### src/rtl/lsu_pkg.sv
// Shared encodings for the load/store router: access sizes, FSM states, cacheable window.
package lsu_pkg;

   localparam logic [1:0] SZ_B = 2'd0;
   localparam logic [1:0] SZ_H = 2'd1;
   localparam logic [1:0] SZ_W = 2'd2;
   localparam logic [1:0] SZ_D = 2'd3;

   localparam logic [31:0] LSU_CACHE_BASE  = 32'h8000_0000;
   localparam logic [31:0] LSU_CACHE_LIMIT = 32'h87ff_ffff;

   typedef enum logic [1:0] {
      ST_IDLE  = 2'd0,
      ST_CACHE = 2'd1,
      ST_DEV   = 2'd2,
      ST_RESP  = 2'd3
   } lsu_state_t;

   // An access is aligned when the low offset bits covered by its size are zero.
   function automatic logic lsu_misaligned(input logic [2:0] off, input logic [1:0] size);
      logic [3:0] span;
      span = (4'd1 << size) - 4'd1;
      return |(off & span[2:0]);
   endfunction

endpackage

### src/rtl/lsu_align.sv
// Byte-lane steering: shifts store data and builds strobes; extracts and extends load data.
// Purely combinational, no latency, no flow control.
module lsu_align
   import lsu_pkg::*;
#(
   parameter int DATA_WIDTH = 64
) (
   input  logic [2:0]            st_off_i,
   input  logic [1:0]            st_size_i,
   input  logic [DATA_WIDTH-1:0] st_wdata_i,
   output logic [DATA_WIDTH-1:0] st_wdata_o,
   output logic [7:0]            st_wmask_o,
   input  logic [2:0]            ld_off_i,
   input  logic [1:0]            ld_size_i,
   input  logic                  ld_unsigned_i,
   input  logic [DATA_WIDTH-1:0] ld_raw_i,
   output logic [DATA_WIDTH-1:0] ld_data_o
);

   logic [7:0]            base_mask;
   logic [DATA_WIDTH-1:0] ld_shift;
   logic                  ext_bit;

   always_comb begin
      case (st_size_i)
         SZ_H:    base_mask = 8'h03;
         SZ_W:    base_mask = 8'h0f;
         SZ_D:    base_mask = 8'hff;
         default: base_mask = 8'h01;
      endcase
      st_wmask_o = base_mask << st_off_i;
      st_wdata_o = st_wdata_i << {st_off_i, 3'b000};
   end

   always_comb begin
      ld_shift  = ld_raw_i >> {ld_off_i, 3'b000};
      ext_bit   = 1'b0;
      ld_data_o = ld_shift;
      case (ld_size_i)
         SZ_B: begin
            ext_bit   = ~ld_unsigned_i & ld_shift[7];
            ld_data_o = {{(DATA_WIDTH-8){ext_bit}}, ld_shift[7:0]};
         end
         SZ_H: begin
            ext_bit   = ~ld_unsigned_i & ld_shift[15];
            ld_data_o = {{(DATA_WIDTH-16){ext_bit}}, ld_shift[15:0]};
         end
         SZ_W: begin
            ext_bit   = ~ld_unsigned_i & ld_shift[31];
            ld_data_o = {{(DATA_WIDTH-32){ext_bit}}, ld_shift[31:0]};
         end
         default: ld_data_o = ld_shift;
      endcase
   end

endmodule

### src/rtl/lsu_router.sv
// Registers one load/store, routes it to dcache or device port, returns extended data; accept->resp 2 cycles (1 if misaligned).
// One transaction in flight: req_ready only in IDLE, response held until resp_ready. LSU_DEV_TIMEOUT_EN adds a device timeout.
module lsu_router
   import lsu_pkg::*;
#(
   parameter int          ADDR_WIDTH  = 64,
   parameter int          DATA_WIDTH  = 64,
   parameter logic [31:0] CACHE_BASE  = LSU_CACHE_BASE,
   parameter logic [31:0] CACHE_LIMIT = LSU_CACHE_LIMIT
`ifdef LSU_DEV_TIMEOUT_EN
   ,
   parameter int          TIMEOUT_CYCLES = 255
`endif
) (
   input  logic                  clk,
   input  logic                  rst,
   input  logic                  req_valid,
   output logic                  req_ready,
   input  logic                  req_wen,
   input  logic [1:0]            req_size,
   input  logic                  req_unsigned,
   input  logic [ADDR_WIDTH-1:0] req_addr,
   input  logic [DATA_WIDTH-1:0] req_wdata,
   output logic                  resp_valid,
   input  logic                  resp_ready,
   output logic [DATA_WIDTH-1:0] resp_rdata,
   output logic                  resp_err,
   output logic                  cache_req,
   output logic                  cache_wen,
   output logic [31:0]           cache_addr,
   output logic [DATA_WIDTH-1:0] cache_wdata,
   output logic [7:0]            cache_wmask,
   input  logic [DATA_WIDTH-1:0] cache_rdata,
   input  logic                  cache_finish,
   output logic                  dev_req,
   output logic                  dev_wen,
   output logic [31:0]           dev_addr,
   output logic [DATA_WIDTH-1:0] dev_wdata,
   output logic [7:0]            dev_wmask,
   input  logic [DATA_WIDTH-1:0] dev_rdata,
   input  logic                  dev_finish
);

   lsu_state_t            state_q, state_d;
   logic                  wen_q, uns_q, err_q;
   logic [1:0]            size_q;
   logic [2:0]            off_q;
   logic [31:0]           addr_q;
   logic [DATA_WIDTH-1:0] wdata_q, rdata_q;
   logic [7:0]            wmask_q;

   logic                  misal, in_cache;
   logic [DATA_WIDTH-1:0] st_wdata, ld_raw, ld_data;
   logic [7:0]            st_wmask;
   logic                  unused_addr_hi;

   assign unused_addr_hi = ^req_addr[ADDR_WIDTH-1:32];
   assign misal          = lsu_misaligned(req_addr[2:0], req_size);
   assign in_cache       = (req_addr[31:0] >= CACHE_BASE) && (req_addr[31:0] <= CACHE_LIMIT);
   assign ld_raw         = (state_q == ST_DEV) ? dev_rdata : cache_rdata;

   lsu_align #(.DATA_WIDTH(DATA_WIDTH)) u_align (
      .st_off_i      (req_addr[2:0]),
      .st_size_i     (req_size),
      .st_wdata_i    (req_wdata),
      .st_wdata_o    (st_wdata),
      .st_wmask_o    (st_wmask),
      .ld_off_i      (off_q),
      .ld_size_i     (size_q),
      .ld_unsigned_i (uns_q),
      .ld_raw_i      (ld_raw),
      .ld_data_o     (ld_data)
   );

`ifdef LSU_DEV_TIMEOUT_EN
   logic [31:0] tmo_q;
   logic        tmo_hit;

   assign tmo_hit = (tmo_q == 32'(TIMEOUT_CYCLES - 1));

   // Held at zero outside DEV, so it starts from zero on every entry.
   always_ff @(posedge clk) begin
      if (rst || state_q != ST_DEV) tmo_q <= '0;
      else                          tmo_q <= tmo_q + 32'd1;
   end
`endif

   always_ff @(posedge clk) begin
      if (rst) state_q <= ST_IDLE;
      else     state_q <= state_d;
   end

   always_comb begin
      state_d = state_q;
      case (state_q)
         ST_IDLE: begin
            if (req_valid) begin
               if (misal)         state_d = ST_RESP;
               else if (in_cache) state_d = ST_CACHE;
               else               state_d = ST_DEV;
            end
         end
         ST_CACHE: if (cache_finish) state_d = ST_RESP;
         ST_DEV: begin
            if (dev_finish) state_d = ST_RESP;
`ifdef LSU_DEV_TIMEOUT_EN
            else if (tmo_hit) state_d = ST_RESP;
`endif
         end
         ST_RESP: if (resp_ready) state_d = ST_IDLE;
         default: state_d = ST_IDLE;
      endcase
   end

   always_ff @(posedge clk) begin
      if (rst) begin
         wen_q   <= 1'b0;
         uns_q   <= 1'b0;
         err_q   <= 1'b0;
         size_q  <= '0;
         off_q   <= '0;
         addr_q  <= '0;
         wdata_q <= '0;
         wmask_q <= '0;
         rdata_q <= '0;
      end else begin
         case (state_q)
            ST_IDLE: begin
               if (req_valid) begin
                  wen_q   <= req_wen;
                  uns_q   <= req_unsigned;
                  err_q   <= misal;
                  size_q  <= req_size;
                  off_q   <= req_addr[2:0];
                  addr_q  <= {req_addr[31:3], 3'b000};
                  wdata_q <= st_wdata;
                  wmask_q <= st_wmask;
                  rdata_q <= '0;
               end
            end
            ST_CACHE: if (cache_finish) rdata_q <= wen_q ? '0 : ld_data;
            ST_DEV: begin
               if (dev_finish) rdata_q <= wen_q ? '0 : ld_data;
`ifdef LSU_DEV_TIMEOUT_EN
               else if (tmo_hit) begin
                  err_q   <= 1'b1;
                  rdata_q <= '0;
               end
`endif
            end
            default: ;
         endcase
      end
   end

   always_comb begin
      req_ready   = (state_q == ST_IDLE);
      resp_valid  = (state_q == ST_RESP);
      resp_rdata  = rdata_q;
      resp_err    = err_q;
      cache_req   = 1'b0;
      cache_wen   = 1'b0;
      cache_addr  = '0;
      cache_wdata = '0;
      cache_wmask = '0;
      dev_req     = 1'b0;
      dev_wen     = 1'b0;
      dev_addr    = '0;
      dev_wdata   = '0;
      dev_wmask   = '0;
      if (state_q == ST_CACHE) begin
         cache_req   = 1'b1;
         cache_wen   = wen_q;
         cache_addr  = addr_q;
         cache_wdata = wdata_q;
         cache_wmask = wmask_q;
      end
      if (state_q == ST_DEV) begin
         dev_req   = 1'b1;
         dev_wen   = wen_q;
         dev_addr  = addr_q;
         dev_wdata = wdata_q;
         dev_wmask = wmask_q;
      end
   end

endmodule

### config.mk
export PLATFORM = sky130hd
export DESIGN_NAME = lsu_router
export DESIGN_NICKNAME = d
export VERILOG_FILES = /design/src/rtl/lsu_pkg.sv /design/src/rtl/lsu_align.sv /design/src/rtl/lsu_router.sv
export SDC_FILE = /design/constraint.sdc
export NUM_CORES = 1
export LEC_CHECK = 0
export BUFFER_PORTS_ARGS = -buffer_cell sky130_fd_sc_hd__buf_2
export CORE_AREA = 2 2 211 213
export DETAILED_ROUTE_END_ITERATION = 10
export DIE_AREA = 0 0 213 215
export PLACE_DENSITY = 0.6
export SLEW_MARGIN = 20
export SYNTH_ARGS = -nofsm -noshare
export SYNTH_HDL_FRONTEND = slang
export SYNTH_SLANG_ARGS = --single-unit
export TNS_END_PERCENT = 5
### constraint.sdc
create_clock -name clk -period 4.4 [get_ports clk]
set_clock_uncertainty 0.15 [all_clocks]
set_input_delay 1.1 -clock clk [delete_from_list [all_inputs] [get_ports clk]]
set_output_delay 1.1 -clock clk [all_outputs]
set_load 0.02 [all_outputs]
==> results.py <==
metrics = {
    "timing": {
        "min_period_ns": 4.05,
        "hold_viol": 0,
        "tightestPinTransition_ns": 0.960,
        "finalCritPeriodShare": 0.921,
        "setup_violations": 0,
        "final.setup.tns_ns": 0,
        "max_slew_margin": 0.355,
        "slew_viol_final": 0,
        "max_clock_freq_mhz": 247,
        "rsz0062_at_grt": "false",
    },
    "die": {
        "io_pins": 545,
        "core_area_um2": 43600,
        "die-area_um2": 45800,
        "start_util": 0.267,
        "die_x_um": 213,
        "rows": 77,
        "die_h_um": 215,
    },
    "layout": {
        "nNetsFinal": 2199,
        "final_cells": 2538,
        "area_growth_syn_to_layout_pct": 30.4,
        "final_layout_size_suffix_gt1_frac": 0.333,
    },
    "critical_path": {
        "cp-start-kind": "register",
        "slowest_stage": "buf_4",
        "crit_type": "reg2out",
        "cp-end-kind": "output port",
        "crit_path_cell_trace": "inv_1, ha_4, buf_4, buf_4, and2_1, buf_2",
        "path_max_fanout": 77,
        "slowest_delay_ns": 0.52,
        "cp_top_family": "buffers and inverters",
        "cpMostUsedCell": "buf_4",
        "required_ns": 3.15,
        "crit_buf_inv": 4,
        "rrSetupSlack_ns": 0.70,
        "arrival_ns": 2.80,
    },
    "placed_design": {
        "dp_hpwl_um": 40200,
        "numPortBuffers": 506,
        "dpl.cell_count": 2502,
        "place_congestion": 0.906,
    },
    "cts": {
        "hold_buffers": 0,
        "post_cts_resized": 0,
        "clock_path_buffers": 2,
        "h-tree-depth": 4,
        "cts_tree": "done",
        "cts_made_buffers": 17,
        "cts_num_sinks": 175,
        "clock_latency_ns": 0.44,
        "clockRootBuffer": "clkbuf_16",
        "path_clk_slew_ns": 0.07,
        "postCtsSetupBuffers": 0,
    },
    "pwr": {
        "ir_worst_vdd_mv": 0.216,
        "p_per_area_nw_per_um2": 483,
        "pwr-share-clk": 0.215,
        "p_seq_frac": 0.304,
        "p_sw_uw": 3340,
        "swShare": 0.455,
        "p_comb_frac": 0.481,
        "power.internal_uw": 4000,
        "p_leak_uw": 0.00706,
    },
    "synth": {
        "synth-edff-count": 0,
        "synth-simple-area-share": 0.263,
        "ys_ff_latch": 175,
        "synth_cell_types": 54,
        "synth_compound_area_frac": 0.212,
        "netlist_area_um2": 11700,
        "async_flop_share": 0,
        "synthXorXnorAreaFrac": 0,
        "ys.flop_type": "dfxtp_1",
        "synth_top_family_by_area": "simple AND/OR/NAND/NOR gates",
        "yosysSeqAreaShare": 0.300,
        "syn_inst": 1521,
        "avgSynthCellArea_um2": 7.67,
        "synth-adder-area-share": 0.00429,
        "yosys_warnings": 0,
        "muxShareOfSynthArea": 0.163,
    },
    "grt": {
        "grt_pass1_vias": 12100,
        "grt.overflow.total": 0,
        "grt_start_max_net_pins": 90,
        "grt_pass1_wl_um": 74100,
        "grt_antenna_before_repair": 8,
        "grt_use_total": 0.215,
    },
    "job": {
        "cap_violations": 0,
    },
    "hold_path": {
        "hp-class": "reg2reg",
    },
    "route": {
        "drc_errors": 0,
        "wl_per_cell_um": 20.3,
        "postRouteAntennaNets": 0,
        "wl_um": 51500,
        "avgViaCountPerCell": 5.03,
        "firstDrtPassIters": 5,
        "vias": 12800,
        "drt-initial-drc-count": 703,
    },
    "status": {
        "status": "finished, final reports clean",
    },
}
cells in the mapped netlist (12+ instances only):
cell type	instances	area share
o21ai_0	43	0.018
nor3_1	26	0.011
nand2_1	188	0.061
dfxtp_1	175	0.30
o21ai_1	36	0.015
buf_1	22	0.0071
nor2_1	156	0.050
a22oi_1	48	0.031
nor2b_1	18	0.0097
o21a_1	12	0.0077
o221ai_1	15	0.011
mux4_2	24	0.046
mux2_2	35	0.034
a21oi_1	138	0.059
mux2i_1	96	0.082
a211oi_1	42	0.027
and2_1	213	0.11
clkbuf_1	112	0.036
o211ai_1	16	0.010
per-layer routing:
| metal | vias up | global-route usage | share of wire | wire length, um |
|---|---|---|---|---|
| met2 | 570 | 0.402 | 0.51 | 26500 |
| met4 | 6 | 0.0886 | 0.036 | 1870 |
| met5 | - | 0 | 0.00060 | 31 |
| met3 | 73 | 0.0425 | 0.068 | 3530 |
| li1 | 6127 | - | - | - |
| met1 | 5988 | 0.234 | 0.38 | 19600 |
registers in the layout, indices dropped and copies added, names as in the netlist:
signal      cells
wmask_q         8
resp_err        1
off_q           3
wdata_q        64
wen_q           1
uns_q           1
state_q         2
size_q          2
resp_rdata     64
addr_q         29
path summary, 6_finish.rpt:
check / endpoint / startpoint / cells after the start
min: resp_rdata[35]$_SDFFE_PP0P_ / resp_rdata[35]$_SDFFE_PP0P_ / 2
max reg2reg: resp_rdata[63]$_SDFFE_PP0P_ / state_q[0]$_SDFFE_PP0P_ / 10
max: dev_addr[10] / state_q[0]$_SDFFE_PP0P_ / 6
min reg2reg: resp_rdata[35]$_SDFFE_PP0P_ / resp_rdata[35]$_SDFFE_PP0P_ / 2
worst reg2reg max path, stage by stage (launching register included):
cell	delay [ns]
dfxtp_1	0.36
inv_1	0.14
ha_4	0.44
buf_4	0.40
mux2_2	0.40
mux4_2	0.51
nand3_1	0.16
nand2_2	0.17
o31ai_4	0.27
buf_4	0.39
o21ai_0	0.18
final cells by class:
type | count | area, um^2
timing repair buffer | 538 | 2780
clock inverter | 13 | 153
sequential | 175 | 3510
antenna | 4 | 10.0
clock buffer | 19 | 433
inverter | 10 | 37.5
fill | 4683 | 28400
tap | 592 | 741
multi-input combinational | 1187 | 7540
cell usage in the layout, fill, tap and decap left out, types with 15 or more instances in the layout:
cell and n:
dfxtp_1 173, a21oi_1 137, clkbuf_16 17, o221ai_1 15, o211ai_1 16, a22oi_1 48, nand2_1 187, nor2_1 156
o21ai_0 43, nor3_1 26, and2_1 212, mux2_2 35, mux2i_1 96, mux4_2 24, buf_2 503, buf_4 35
o21ai_1 36, nor2b_1 18, a211oi_1 42
power groups by stage:
stage	Sequential [uW]	Combinational (uW)	Clock, uW
2_1_floorplan	2340	2200	0
3_3_place_gp	2250	3510	0
3_5_place_dp	2260	3550	0
4_1_cts	2230	3560	1640
5_1_grt	2280	3830	1700
6_report	2230	3530	1580
metrics by stage:
step / area [um^2] / setup WS, ns / util / hold WS (ns) / power, uW
global placement: 14600 / 0.708 / 0.335 / 0.284 / 5770
CTS: 15200 / 0.251 / 0.348 / 0.298 / 7440
floorplan: 11700 / 0.790 / - / 0.286 / 4540
detailed placement: 14600 / 0.688 / 0.335 / 0.288 / 5810
global route: 15200 / 0.131 / 0.348 / 0.311 / 7810
finish: 15200 / 0.345 / 0.348 / 0.296 / 7350
cells by family (layout without fill, tap and decap cells):
logic type	Yosys count	in the layout
and+or+nand+nor	632	632
AOI/OAI and AO/OA	390	390
DFF	175	175
buffers and inverters	164	580
muxes	155	155
adders and majority gates	4	4
other	1	10
(Power assumes the default switching activity.)
